<file path="config.mk">
export PLATFORM = sky130hd
export DESIGN_NAME = re_name_retire_flat
export DESIGN_NICKNAME = d
export VERILOG_FILES = /design/src/rtl/re_name_retire_if.sv /design/src/rtl/re_name_retire.sv /design/src/flat_wrapper.sv
export SDC_FILE = /design/constraint.sdc
export NUM_CORES = 1
export LEC_CHECK = 0
export ABC_AREA = 1
export CELL_PAD_IN_SITES_DETAIL_PLACEMENT = 1
export CELL_PAD_IN_SITES_GLOBAL_PLACEMENT = 2
export CORE_MARGIN = 2
export CORE_UTILIZATION = 28
export CTS_CLUSTER_DIAMETER = 60
export CTS_CLUSTER_SIZE = 24
export DETAILED_ROUTE_END_ITERATION = 16
export GPL_TIMING_DRIVEN = 0
export PLACE_DENSITY_LB_ADDON = 0.25
export SETUP_SLACK_MARGIN = 0.02
export SYNTH_ARGS = -nofsm -noshare
export SYNTH_HDL_FRONTEND = slang
export SYNTH_SLANG_ARGS = --single-unit
</file>
<file path="constraint.sdc">
create_clock -name clk_i -period 1.7 [get_ports clk_i]
set_clock_uncertainty 0.1 [all_clocks]
set_input_delay 0.17 -clock clk_i [delete_from_list [all_inputs] [get_ports clk_i]]
set_output_delay 0.17 -clock clk_i [all_outputs]
set_load 0.02 [all_outputs]
</file>
<file path="src/rtl/re_name_retire_if.sv">
// Issue/commit/restore signal bundle between the re-namer, commit stage and retire tracker.
interface re_name_retire_if #(
  parameter int ISSUE_WIDTH     = 1,
  parameter int NR_COMMIT_PORTS = 2
);
  logic                                  flush_i;
  logic [ISSUE_WIDTH-1:0]                issue_ack_i;
  logic [ISSUE_WIDTH-1:0][5:0]           issue_rd_i;
  logic [ISSUE_WIDTH-1:0]                issue_rd_fpr_i;
  logic [ISSUE_WIDTH-1:0]                issue_stall_o;
  logic [NR_COMMIT_PORTS-1:0]            commit_valid_i;
  logic [NR_COMMIT_PORTS-1:0][5:0]       commit_rd_i;
  logic [NR_COMMIT_PORTS-1:0]            commit_rd_fpr_i;
  logic [NR_COMMIT_PORTS-1:0]            commit_ack_o;
  logic                                  restore_valid_o;
  logic [31:0]                           restore_gpr_o;
  logic [31:0]                           restore_fpr_o;
  logic                                  restore_ack_i;
  logic                                  name_error_o;

  modport slave (
    input  flush_i, issue_ack_i, issue_rd_i, issue_rd_fpr_i,
           commit_valid_i, commit_rd_i, commit_rd_fpr_i, restore_ack_i,
    output issue_stall_o, commit_ack_o, restore_valid_o,
           restore_gpr_o, restore_fpr_o, name_error_o
  );

  modport master (
    output flush_i, issue_ack_i, issue_rd_i, issue_rd_fpr_i,
           commit_valid_i, commit_rd_i, commit_rd_fpr_i, restore_ack_i,
    input  issue_stall_o, commit_ack_o, restore_valid_o,
           restore_gpr_o, restore_fpr_o, name_error_o
  );
endinterface

</file>
<file path="src/rtl/re_name_retire.sv">
// Commit-side name tracker: committed name bits, in-flight rename bitmap, flush restore handshake.
module re_name_retire #(
  parameter int ISSUE_WIDTH     = 1,
  parameter int NR_COMMIT_PORTS = 2
) (
  input  logic               clk_i,
  input  logic               rst_ni,
  re_name_retire_if.slave    bus
);

  typedef enum logic {IDLE, RESTORE} state_e;

  state_e           state_q, state_d;
  logic [1:0][31:0] comm_q, comm_d;   // [0]=GPR, [1]=FPR
  logic [1:0][31:0] outs_q, outs_d;
  logic             err_q, err_d;

  logic [ISSUE_WIDTH-1:0]     stall;
  logic [NR_COMMIT_PORTS-1:0] cack;
  logic                       rvalid;

  always_comb begin
    logic       f;
    logic [4:0] a;
    logic       x0;
    state_d = state_q;
    comm_d  = comm_q;
    outs_d  = outs_q;
    err_d   = err_q;
    stall   = '0;
    cack    = '0;
    rvalid  = 1'b0;
    f       = 1'b0;
    a       = '0;
    x0      = 1'b0;

    // Stall uses registered outstanding state only; never looks at issue_ack_i.
    for (int i = 0; i < ISSUE_WIDTH; i++) begin
      f  = bus.issue_rd_fpr_i[i];
      a  = bus.issue_rd_i[i][4:0];
      x0 = !f && (a == 5'd0);
      stall[i] = (state_q == RESTORE) || bus.flush_i || (outs_q[f][a] && !x0);
      for (int j = 0; j < i; j++) begin
        if (!x0 && !stall[j] && (bus.issue_rd_fpr_i[j] == f) &&
            (bus.issue_rd_i[j][4:0] == a))
          stall[i] = 1'b1;
      end
    end

    if (state_q == IDLE) begin
      // Ascending port order: the highest index commit wins a shared entry.
      for (int c = 0; c < NR_COMMIT_PORTS; c++) begin
        if (bus.commit_valid_i[c]) begin
          cack[c] = 1'b1;
          f  = bus.commit_rd_fpr_i[c];
          a  = bus.commit_rd_i[c][4:0];
          x0 = !f && (a == 5'd0);
          if (!x0) begin
            if (bus.commit_rd_i[c][5] == comm_q[f][a]) err_d = 1'b1;
            comm_d[f][a] = bus.commit_rd_i[c][5];
            outs_d[f][a] = 1'b0;
          end
        end
      end
      if (bus.flush_i) begin
        outs_d  = '0;
        state_d = RESTORE;
      end else begin
        // Applied after commit clears so a same-cycle rename of the register survives.
        for (int i = 0; i < ISSUE_WIDTH; i++) begin
          f  = bus.issue_rd_fpr_i[i];
          a  = bus.issue_rd_i[i][4:0];
          x0 = !f && (a == 5'd0);
          if (bus.issue_ack_i[i] && !x0) outs_d[f][a] = 1'b1;
        end
      end
    end else begin
      rvalid = 1'b1;
      if (bus.restore_ack_i) state_d = IDLE;
    end
  end

  always_ff @(posedge clk_i) begin
    if (!rst_ni) begin
      state_q <= IDLE;
      comm_q  <= '0;
      outs_q  <= '0;
      err_q   <= 1'b0;
    end else begin
      state_q <= state_d;
      comm_q  <= comm_d;
      outs_q  <= outs_d;
      err_q   <= err_d;
    end
  end

  assign bus.issue_stall_o   = stall;
  assign bus.commit_ack_o    = cack;
  assign bus.restore_valid_o = rvalid;
  assign bus.restore_gpr_o   = {comm_q[0][31:1], 1'b0};
  assign bus.restore_fpr_o   = comm_q[1];
  assign bus.name_error_o    = err_q;

endmodule
</file>
<file path="src/flat_wrapper.sv">
// flat-port wrapper written by rule: the top's interface ports become plain ports
module re_name_retire_flat 
#(
  parameter int ISSUE_WIDTH     = 1,
  parameter int NR_COMMIT_PORTS = 2
)
  (clk_i, rst_ni, bus_flush_i, bus_issue_ack_i, bus_issue_rd_i, bus_issue_rd_fpr_i, bus_commit_valid_i, bus_commit_rd_i, bus_commit_rd_fpr_i, bus_restore_ack_i, bus_issue_stall_o, bus_commit_ack_o, bus_restore_valid_o, bus_restore_gpr_o, bus_restore_fpr_o, bus_name_error_o);
  re_name_retire_if #(.ISSUE_WIDTH(ISSUE_WIDTH), .NR_COMMIT_PORTS(NR_COMMIT_PORTS)) bus_i ();
  input  logic clk_i;
  input  logic rst_ni;
  input wire logic [$bits(bus_i.flush_i)-1:0] bus_flush_i;
  input wire logic [$bits(bus_i.issue_ack_i)-1:0] bus_issue_ack_i;
  input wire logic [$bits(bus_i.issue_rd_i)-1:0] bus_issue_rd_i;
  input wire logic [$bits(bus_i.issue_rd_fpr_i)-1:0] bus_issue_rd_fpr_i;
  input wire logic [$bits(bus_i.commit_valid_i)-1:0] bus_commit_valid_i;
  input wire logic [$bits(bus_i.commit_rd_i)-1:0] bus_commit_rd_i;
  input wire logic [$bits(bus_i.commit_rd_fpr_i)-1:0] bus_commit_rd_fpr_i;
  input wire logic [$bits(bus_i.restore_ack_i)-1:0] bus_restore_ack_i;
  output wire logic [$bits(bus_i.issue_stall_o)-1:0] bus_issue_stall_o;
  output wire logic [$bits(bus_i.commit_ack_o)-1:0] bus_commit_ack_o;
  output wire logic [$bits(bus_i.restore_valid_o)-1:0] bus_restore_valid_o;
  output wire logic [$bits(bus_i.restore_gpr_o)-1:0] bus_restore_gpr_o;
  output wire logic [$bits(bus_i.restore_fpr_o)-1:0] bus_restore_fpr_o;
  output wire logic [$bits(bus_i.name_error_o)-1:0] bus_name_error_o;
  assign bus_i.flush_i = bus_flush_i;
  assign bus_i.issue_ack_i = bus_issue_ack_i;
  assign bus_i.issue_rd_i = bus_issue_rd_i;
  assign bus_i.issue_rd_fpr_i = bus_issue_rd_fpr_i;
  assign bus_i.commit_valid_i = bus_commit_valid_i;
  assign bus_i.commit_rd_i = bus_commit_rd_i;
  assign bus_i.commit_rd_fpr_i = bus_commit_rd_fpr_i;
  assign bus_i.restore_ack_i = bus_restore_ack_i;
  assign bus_issue_stall_o = bus_i.issue_stall_o;
  assign bus_commit_ack_o = bus_i.commit_ack_o;
  assign bus_restore_valid_o = bus_i.restore_valid_o;
  assign bus_restore_gpr_o = bus_i.restore_gpr_o;
  assign bus_restore_fpr_o = bus_i.restore_fpr_o;
  assign bus_name_error_o = bus_i.name_error_o;
  re_name_retire #(.ISSUE_WIDTH(ISSUE_WIDTH), .NR_COMMIT_PORTS(NR_COMMIT_PORTS)) u_core (.clk_i(clk_i), .rst_ni(rst_ni), .bus(bus_i));
endmodule
</file>
==> metrics.md, run 1 <==
| Metric | Value |
|---|---|
| Area of all placed cells without fillers | `12,800 um^2` |
| Peak supply drop | `688 uV` |
| Reg2Reg Setup Slack | `-0.16 ns` |
| Drt drc | `0` |
| Critical Path End Type | `output port` |
| Predominant post-synthesis flop cell | `sky130_fd_sc_hd__dfxtp_1` |
| Met1 Track Usage GR | `43.5%` |
| Clock tree from TritonCTS | `done` |
| Clock H-tree levels | `4` |
| Antenna diode count | `0` |
| Warnings, synthesis | `0` |
| Req. time, crit path | `1.43 ns` |
| Post-synthesis async set-or-reset flop share | `0%` |
| Total power | `9.49 mW` |
| Fmax | `0.463 GHz` |
| Layout filler cell count | `4,558` |
| Relative max-transition margin | `41.8%` |
| Peak fanout along the critical path | `3` |
| Pin count of the biggest net entering global routing | `17` |
| Unrepaired setup endpoints after global routing | `yes` |
| Worst hold slack across all endpoints | `0.186 ns` |
| Number of instances in the synthesized netlist | `1,686` |
| GRT Overall Usage | `31.4%` |
| Element type at the critical path start | `register` |
| Final critical-path required period | `2.16 ns` |
| Worst EP arrival | `1.89 ns` |
| Initial antenna violation count | `0` |
| Final critical-path setup slack | `-0.458 ns` |
| Register bit total from synthesis | `130` |
| Core footprint | `34,600 um^2` |
| Number of flops mapped to enable cells by yosys | `0` |
| Instance count after placement with tap cells included | `2,231` |
| Count of hold-fix buffers inserted at cts | `0` |
| Total number of placement rows | `68` |
| Post-detailed-placement half-perimeter wirelength | `45,400 um` |
| Worst Reg2Reg Path Length in Cells | `13` |
| Final-stage net count | `1,860` |
| Reported max-cap violation count | `0` |
| Die Span X | `192 um` |
| Clock sinks | `130` |
| Final TNS setup | `-2.50 ns` |
| Routability Congestion | `0.931` |
| Layout cell share with drive strength beyond 1 | `21.5%` |
| Deepest clock path buffer count | `2` |
| Average cell area after synthesis | `5.85 um^2` |
| Syn nets | `1,714` |
| Relative area change from synthesis to final layout | `30.0%` |
| Post-route antenna net violation count | `0` |
| Via/cell ratio | `5.53` |
| Startpoint of the worst setup timing path | `u_core.outs_q[28]` |
| End of the worst register-to-register path | `u_core.bus.name_error_o` |
| Status | `finished with violations` |
| Total placed instance area | `11,300 um^2` |
| Area of combinational cells with multiple inputs | `6340 um^2` |
| Die outline area | `36,700 um^2` |
| Distinct cells, synth | `40` |
| Violated checks | `setup timing` |
| Static leakage power | `5.32 nW` |
| Starting density of the core | `28.5%` |
| Average wire per cell in the routed design | `24.8 um` |
| Vertical die dimension | `192 um` |
| Clk pin slew, worst setup/hold paths | `0.07 ns` |
| Core Util, Final | `37.0%` |
| Final worst-path cycle share | `127%` |
| Worst setup slack after placement | `-1.63 ns` |
| Vias in the first global route | `12,200` |
| Met2 track utilization from global routing | `48.9%` |
| Number of failing setup endpoints in the final timing report | `18` |
| # IOs | `97` |
| Mapped cell area | `9860 um^2` |
| Insertion delay to the later sink of the worst-skew pair | `0.45 ns` |
| Non-filler instance count after layout | `2,299` |
| Root Buffer Master | `sky130_fd_sc_hd__clkbuf_16` |
| Via count of the routed design | `12,700` |
| Number of buffers created by CTS | `17` |
| Most common cell after layout, fill and taps aside | `sky130_fd_sc_hd__nand2_1` |
| Final number of max-transition violations | `0` |
| Sequential element share of the synthesized area | `26.4%` |
| Drt first pass iters | `5` |
| Global-route wire length before repair | `83,000 um` |
| Worst setup path end | `bus_issue_stall_o` |
| Peak-usage layer in the global routing report | `met2` |
| Number of hold violations in the final report | `0` |
| Overflow after GRT | `0` |
| Crit Path Class | `register to output port` |
| Commonest cells after routing, fill and taps aside | `sky130_fd_sc_hd__nand2_1 (481), sky130_fd_sc_hd__o21ai_0 (143), sky130_fd_sc_hd__nor2_1 (124), sky130_fd_sc_hd__a21oi_1 (124), sky130_fd_sc_hd__nand3_1 (118)` |
| Wire length after detailed routing | `57,000 um` |
| Slew at the pin with the worst max-slew slack | `0.869 ns` |
| R2r startpoint | `u_core.bus.restore_gpr_o[15]` |
| Global-route met3 utilization | `4.99%` |
| Hold/Removal Path Class | `primary input to register` |
| Initial DRC count | `1,264` |
| Sequential Area | `2640 um^2` |
| I/O Buffers | `90` |
| Pwr/cell area | `740 nW/um^2` |
==> cell type report <==
cell class	instances	share of cell area, %
multi-input cells	1264	49.5
flip-flops and latches	130	20.6
repair buffers	127	8.85
plain buffers	162	8.19
well taps	455	4.44
inverters	130	4.07
clock buffers	25	3.71
clock inverters	6	0.625
==> power by group <==
part / internal [mW] / total, mW / switching [mW]
combinational: 0.796 / 2.43 / 1.63
clock: 2.22 / 3.75 / 1.53
sequential: 3.17 / 3.31 / 0.141
==> flip-flops by register name (all words and copies together) (netlist names) <==
| name | flops |
|---|---|
| u_core.bus.name_error_o | 1 |
| u_core.bus.restore_fpr_o | 32 |
| u_core.bus.restore_gpr_o | 31 |
| u_core.comm_q | 1 |
| u_core.outs_q | 64 |
| u_core.state_q | 1 |
==> cells in the mapped netlist, types with 2 or more instances <==
library cell	instances	area share (%)
sky130_fd_sc_hd__a211oi_1	17	1.3
sky130_fd_sc_hd__a21oi_1	125	6.3
sky130_fd_sc_hd__a22oi_1	3	0.23
sky130_fd_sc_hd__a31oi_1	13	0.82
sky130_fd_sc_hd__buf_1	4	0.15
sky130_fd_sc_hd__buf_2	26	1.3
sky130_fd_sc_hd__buf_4	64	4.9
sky130_fd_sc_hd__clkbuf_1	67	2.6
sky130_fd_sc_hd__clkinv_1	2	0.076
sky130_fd_sc_hd__dfxtp_1	130	26
sky130_fd_sc_hd__inv_1	117	4.5
sky130_fd_sc_hd__inv_2	11	0.42
sky130_fd_sc_hd__nand2_1	505	19
sky130_fd_sc_hd__nand2_2	3	0.19
sky130_fd_sc_hd__nand3_1	126	6.4
sky130_fd_sc_hd__nand4_1	7	0.44
sky130_fd_sc_hd__nor2_1	153	5.8
sky130_fd_sc_hd__nor2_2	7	0.44
sky130_fd_sc_hd__nor3_1	19	0.96
sky130_fd_sc_hd__nor3_2	2	0.20
sky130_fd_sc_hd__nor3_4	5	0.82
sky130_fd_sc_hd__nor4_2	2	0.25
sky130_fd_sc_hd__o211ai_1	13	0.99
sky130_fd_sc_hd__o21a_1	5	0.38
sky130_fd_sc_hd__o21ai_0	168	8.5
sky130_fd_sc_hd__o21ai_1	24	1.2
sky130_fd_sc_hd__o21bai_1	2	0.15
sky130_fd_sc_hd__o221a_1	4	0.46
sky130_fd_sc_hd__o221a_2	4	0.46
sky130_fd_sc_hd__o221ai_1	9	0.80
sky130_fd_sc_hd__o22ai_1	40	2.5
==> how the worst min path moves through the flow <==
stage,from,depth (start not counted),to
floorplan,bus_flush_i,1,u_core.outs_q[0]
CTS,bus_restore_ack_i,2,u_core.state_q
global placement,u_core.comm_q[0],2,u_core.comm_q[0]
global route,bus_restore_ack_i,2,u_core.state_q
detailed placement,u_core.comm_q[0],2,u_core.comm_q[0]
finish,bus_restore_ack_i,2,u_core.state_q
==> cells by family (layout without fill, tap and decap cells) <==
logic type             count (synthesis)  in the layout  synth area share, %
AOI/OAI and AO/OA                    430            430                 24.5
and+or+nand+nor                      832            832                 35.0
DFF                                  130            130                 26.4
other                                  1              1               0.0380
buffers and inverters                292            450                 14.0
muxes                                  1              1                0.102
==> worst max-delay path, stage by stage (launching register included) <==
cell and delay (ns):
sky130_fd_sc_hd__dfxtp_2 0.34, sky130_fd_sc_hd__nor2_1 0.11, sky130_fd_sc_hd__nor2_1 0.05, sky130_fd_sc_hd__o21ai_0 0.09
sky130_fd_sc_hd__nand4_1 0.21, sky130_fd_sc_hd__a22oi_1 0.22, sky130_fd_sc_hd__nand3_1 0.11, sky130_fd_sc_hd__nand2_1 0.08
sky130_fd_sc_hd__nand2_1 0.08, sky130_fd_sc_hd__buf_6 0.16
==> metal layers <==
layer  part of all wire, %  up-vias
met5                     0        -
met4                   3.4        0
met3                   7.0      112
met2                    44      533
met1                    46     6206
li1                      -     5872
==> what timing repair did <==
item,4_1_cts,5_1_grt
setup endpoints to repair,196,119
buffers inserted,28,9
pin swaps,42,18
resized for setup,298,149
Power figures use the tool's default switching activity.
==> run 2: changes to the inputs <==
--- a/config.mk
+++ b/config.mk
@@ -12,5 +12,5 @@
 export CORE_UTILIZATION = 28
 export CTS_CLUSTER_DIAMETER = 60
-export CTS_CLUSTER_SIZE = 24
+export CTS_CLUSTER_SIZE = 25
 export DETAILED_ROUTE_END_ITERATION = 16
 export GPL_TIMING_DRIVEN = 0
--- a/constraint.sdc
+++ b/constraint.sdc
@@ -3,3 +3,3 @@
 set_input_delay 0.17 -clock clk_i [delete_from_list [all_inputs] [get_ports clk_i]]
 set_output_delay 0.17 -clock clk_i [all_outputs]
-set_load 0.02 [all_outputs]
+set_load 0.05 [all_outputs]
==> run 2 against run 1 <==
Effect of this change: the run still ends with setup timing left; routed wire length grew 0.68%; combinational power grew 17%; sequential power is essentially flat; critical endpoint unchanged.
==> metrics.md, run 2 (synthesis gave the netlist of run 1 again) <==
| Metric | Value |
|---|---|
| Area of all placed cells without fillers | `13,200 um^2 (+3.3%)` |
| Drt drc | `0 (unchanged)` |
| Number of buffers created by CTS | `17 (unchanged)` |
| Deepest clock path buffer count | `2 (unchanged)` |
| Via/cell ratio | `5.53 (about the same)` |
| Static leakage power | `5.30 nW (-0.52%)` |
| Total number of placement rows | `68 (unchanged)` |
| Gate family responsible for the most delay along the worst path | `buffers and inverters` |
| Starting density of the core | `28.5% (unchanged)` |
| Final critical-path setup slack | `-0.515 ns (-0.0573 ns)` |
| Initial antenna violation count | `1 (+1)` |
| Layout cell share with drive strength beyond 1 | `28.9% (+7.4 points)` |
| Pwr/cell area | `771 nW/um^2 (+4.2%)` |
| Instance count after placement with tap cells included | `2,231 (unchanged)` |
| Bufs and invs on worst path | `4 (+3)` |
| Number of hold violations in the final report | `0 (unchanged)` |
| Routability Congestion | `0.959 (+3.1%)` |
| Hold path cells | `2 (unchanged)` |
| Unrepaired setup endpoints after global routing | `yes` |
| Slowest-stage cell, CP | `sky130_fd_sc_hd__clkdlybuf4s15_1` |
| Clock tree from TritonCTS | `done` |
| Antenna diode count | `0 (unchanged)` |
| Peak supply drop | `790 uV (+15%)` |
| Total placed instance area | `11,300 um^2 (+0.13%)` |
| Relative area change from synthesis to final layout | `34.2%` |
| Number of failing setup endpoints in the final timing report | `3 (-15)` |
| Hold/Removal Path Class | `primary input to register` |
| Most common cell after layout, fill and taps aside | `sky130_fd_sc_hd__nand2_1` |
| Origin of the worst min-delay path | `bus_restore_ack_i` |
| Via count of the routed design | `12,900 (+1.1%)` |
| Global-route wire length before repair | `82,600 um (-0.49%)` |
| End of the worst register-to-register path | `u_core.bus.name_error_o` |
| Number of flip-flops in the largest register | `64 (unchanged)` |
| Reg2Reg Setup Slack | `-0.10 ns (+0.06 ns)` |
| Die Span X | `192 um (unchanged)` |
| Req. time, crit path | `1.43 ns (about the same)` |
| GRT Overall Usage | `31.2% (-0.14 points)` |
| Element type at the critical path start | `primary input` |
| Non-filler instance count after layout | `2,326 (+1.2%)` |
| Relative max-transition margin | `47.1% (+5.2 points)` |
| Final critical-path required period | `2.21 ns (+0.0573 ns)` |
| # IOs | `97 (unchanged)` |
| Top register by number of flip-flops | `u_core.outs_q` |
| Wire length after detailed routing | `57,400 um (+0.68%)` |
| Die outline area | `36,700 um^2 (unchanged)` |
| Core Util, Final | `38.2% (+1.2 points)` |
| Critical Path, Cell by Cell | `clkdlybuf4s15_1 -> inv_1 -> nor2_2 -> inv_2 -> nor2_1 -> o21ai_1 -> nand4_1 -> a22oi_2 -> nand3_2 -> nand2_2 -> nand2_4 -> buf_8` |
| Clock sinks | `130 (unchanged)` |
| Final worst-path cycle share | `130% (+3.4 points)` |
| Final-stage net count | `1,888 (+1.5%)` |
| Average wire per cell in the routed design | `24.7 um (-0.49%)` |
| Worst EP arrival | `1.94 ns (+0.05 ns)` |
| Peak fanout along the critical path | `6 (+3)` |
| Delay of the slowest cell on the worst path | `0.30 ns (-0.04 ns)` |
| Post-detailed-placement half-perimeter wirelength | `44,800 um (-1.2%)` |
| Vias in the first global route | `12,200 (-0.39%)` |
| Overflow after GRT | `0 (unchanged)` |
| Core footprint | `34,600 um^2 (unchanged)` |
| Reported max-cap violation count | `0 (unchanged)` |
| Commonest cells after routing, fill and taps aside | `sky130_fd_sc_hd__nand2_1 (475), sky130_fd_sc_hd__o21ai_0 (138), sky130_fd_sc_hd__buf_4 (136), sky130_fd_sc_hd__a21oi_1 (124), sky130_fd_sc_hd__nor2_1 (119)` |
| Layout filler cell count | `4,531 (-0.59%)` |
| Crit Path Class | `primary input to output port` |
| Pin count of the biggest net entering global routing | `17 (unchanged)` |
| Status | `finished with violations` |
| Total power | `10.2 mW (+7.6%)` |
| Startpoint of the worst setup timing path | `bus_issue_rd_i[1]` |
| Final number of max-transition violations | `0 (unchanged)` |
| Critical Path End Type | `output port` |
| Vertical die dimension | `192 um (unchanged)` |
| Sequential Area | `2670 um^2 (+1.1%)` |
| Post-route antenna net violation count | `0 (unchanged)` |
| Initial DRC count | `1,182 (-6.5%)` |
| Clk pin slew, worst setup/hold paths | `0.06 ns (about the same)` |
| Slew at the pin with the worst max-slew slack | `0.794 ns (-0.0751 ns)` |
| Worst Hold Path EP | `u_core.state_q` |
| Count of hold-fix buffers inserted at cts | `0 (unchanged)` |
| Root Buffer Master | `sky130_fd_sc_hd__clkbuf_16` |
| Fmax | `0.452 GHz (-2.6%)` |
| Violated checks | `setup timing` |
| R2r startpoint | `u_core.bus.restore_gpr_o[15]` |
| Area of combinational cells with multiple inputs | `6440 um^2 (+1.6%)` |
| Clock H-tree levels | `4 (unchanged)` |
| Worst Reg2Reg Path Length in Cells | `13 (unchanged)` |
| I/O Buffers | `90 (unchanged)` |
| Insertion delay to the later sink of the worst-skew pair | `0.45 ns (about the same)` |
| Drt first pass iters | `5 (unchanged)` |
[run 2: how the worst max path moves through the flow]
stage	to	slack, ns	cells past startpoint
after global placement	bus_issue_stall_o	-1.69	9
after floorplan	bus_issue_stall_o	0.04	10
after detailed placement	bus_issue_stall_o	-1.66	9
after global routing	bus_issue_stall_o	-0.56	9
after CTS	bus_issue_stall_o	-0.44	9
final	bus_issue_stall_o	-0.51	12
[run 2: final cells by class]
| type | instances | share of cell area [%] |
|---|---|---|
| Clock buffer | 25 | 3.67 |
| Multi-Input combinational cell | 1264 | 48.7 |
| Tap cell | 455 | 4.30 |
| Timing Repair Buffer | 155 | 10.1 |
| Buffer | 162 | 8.09 |
| Sequential cell | 130 | 20.2 |
| Inverter | 130 | 4.07 |
| Clock inverter | 5 | 0.945 |
[run 2: per-stage QoR]
stage	setup TNS, ns	hold WS (ns)	worst slack (ns)
after floorplan	0	0.166	0.0351
after global placement	-131.36	0.316	-1.69
after detailed placement	-133.08	0.326	-1.66
after CTS	-1.73	0.201	-0.442
after global routing	-0.794	0.218	-0.563
final	-0.627	0.196	-0.515
[run 2: timing repair]
action,CTS,global route
gates resized for setup,428,245
setup buffers,36,28
pin swaps,38,38
cloned,1,0
endpoints found under the hold margin,0,0
setup endpoints to repair,197,147
[run 2: report_power, final]
| group | internal, mW | switching [mW] |
|---|---|---|
| clock network | 2.56 | 1.50 |
| registers | 3.17 | 0.144 |
| logic | 0.886 | 1.95 |
| total | 6.61 | 3.60 |
[run 2: routing by layer]
metal  track usage (%)  share of wire (%)  up-vias  wire length [um]
met5                 0                  0        -                 0
li1                  -                  -     5933                 -
met4              12.0                3.9        0              2230
met1              44.1                 46     6284             26600
met2              47.9                 43      523             24900
met3              4.22                6.5      122              3720
==> run 3: changes to the inputs <==
- CAP_MARGIN: default -> 0
==> results of run 3 <==
No change in the layout: final DEF, timing and power equal those of run 2.
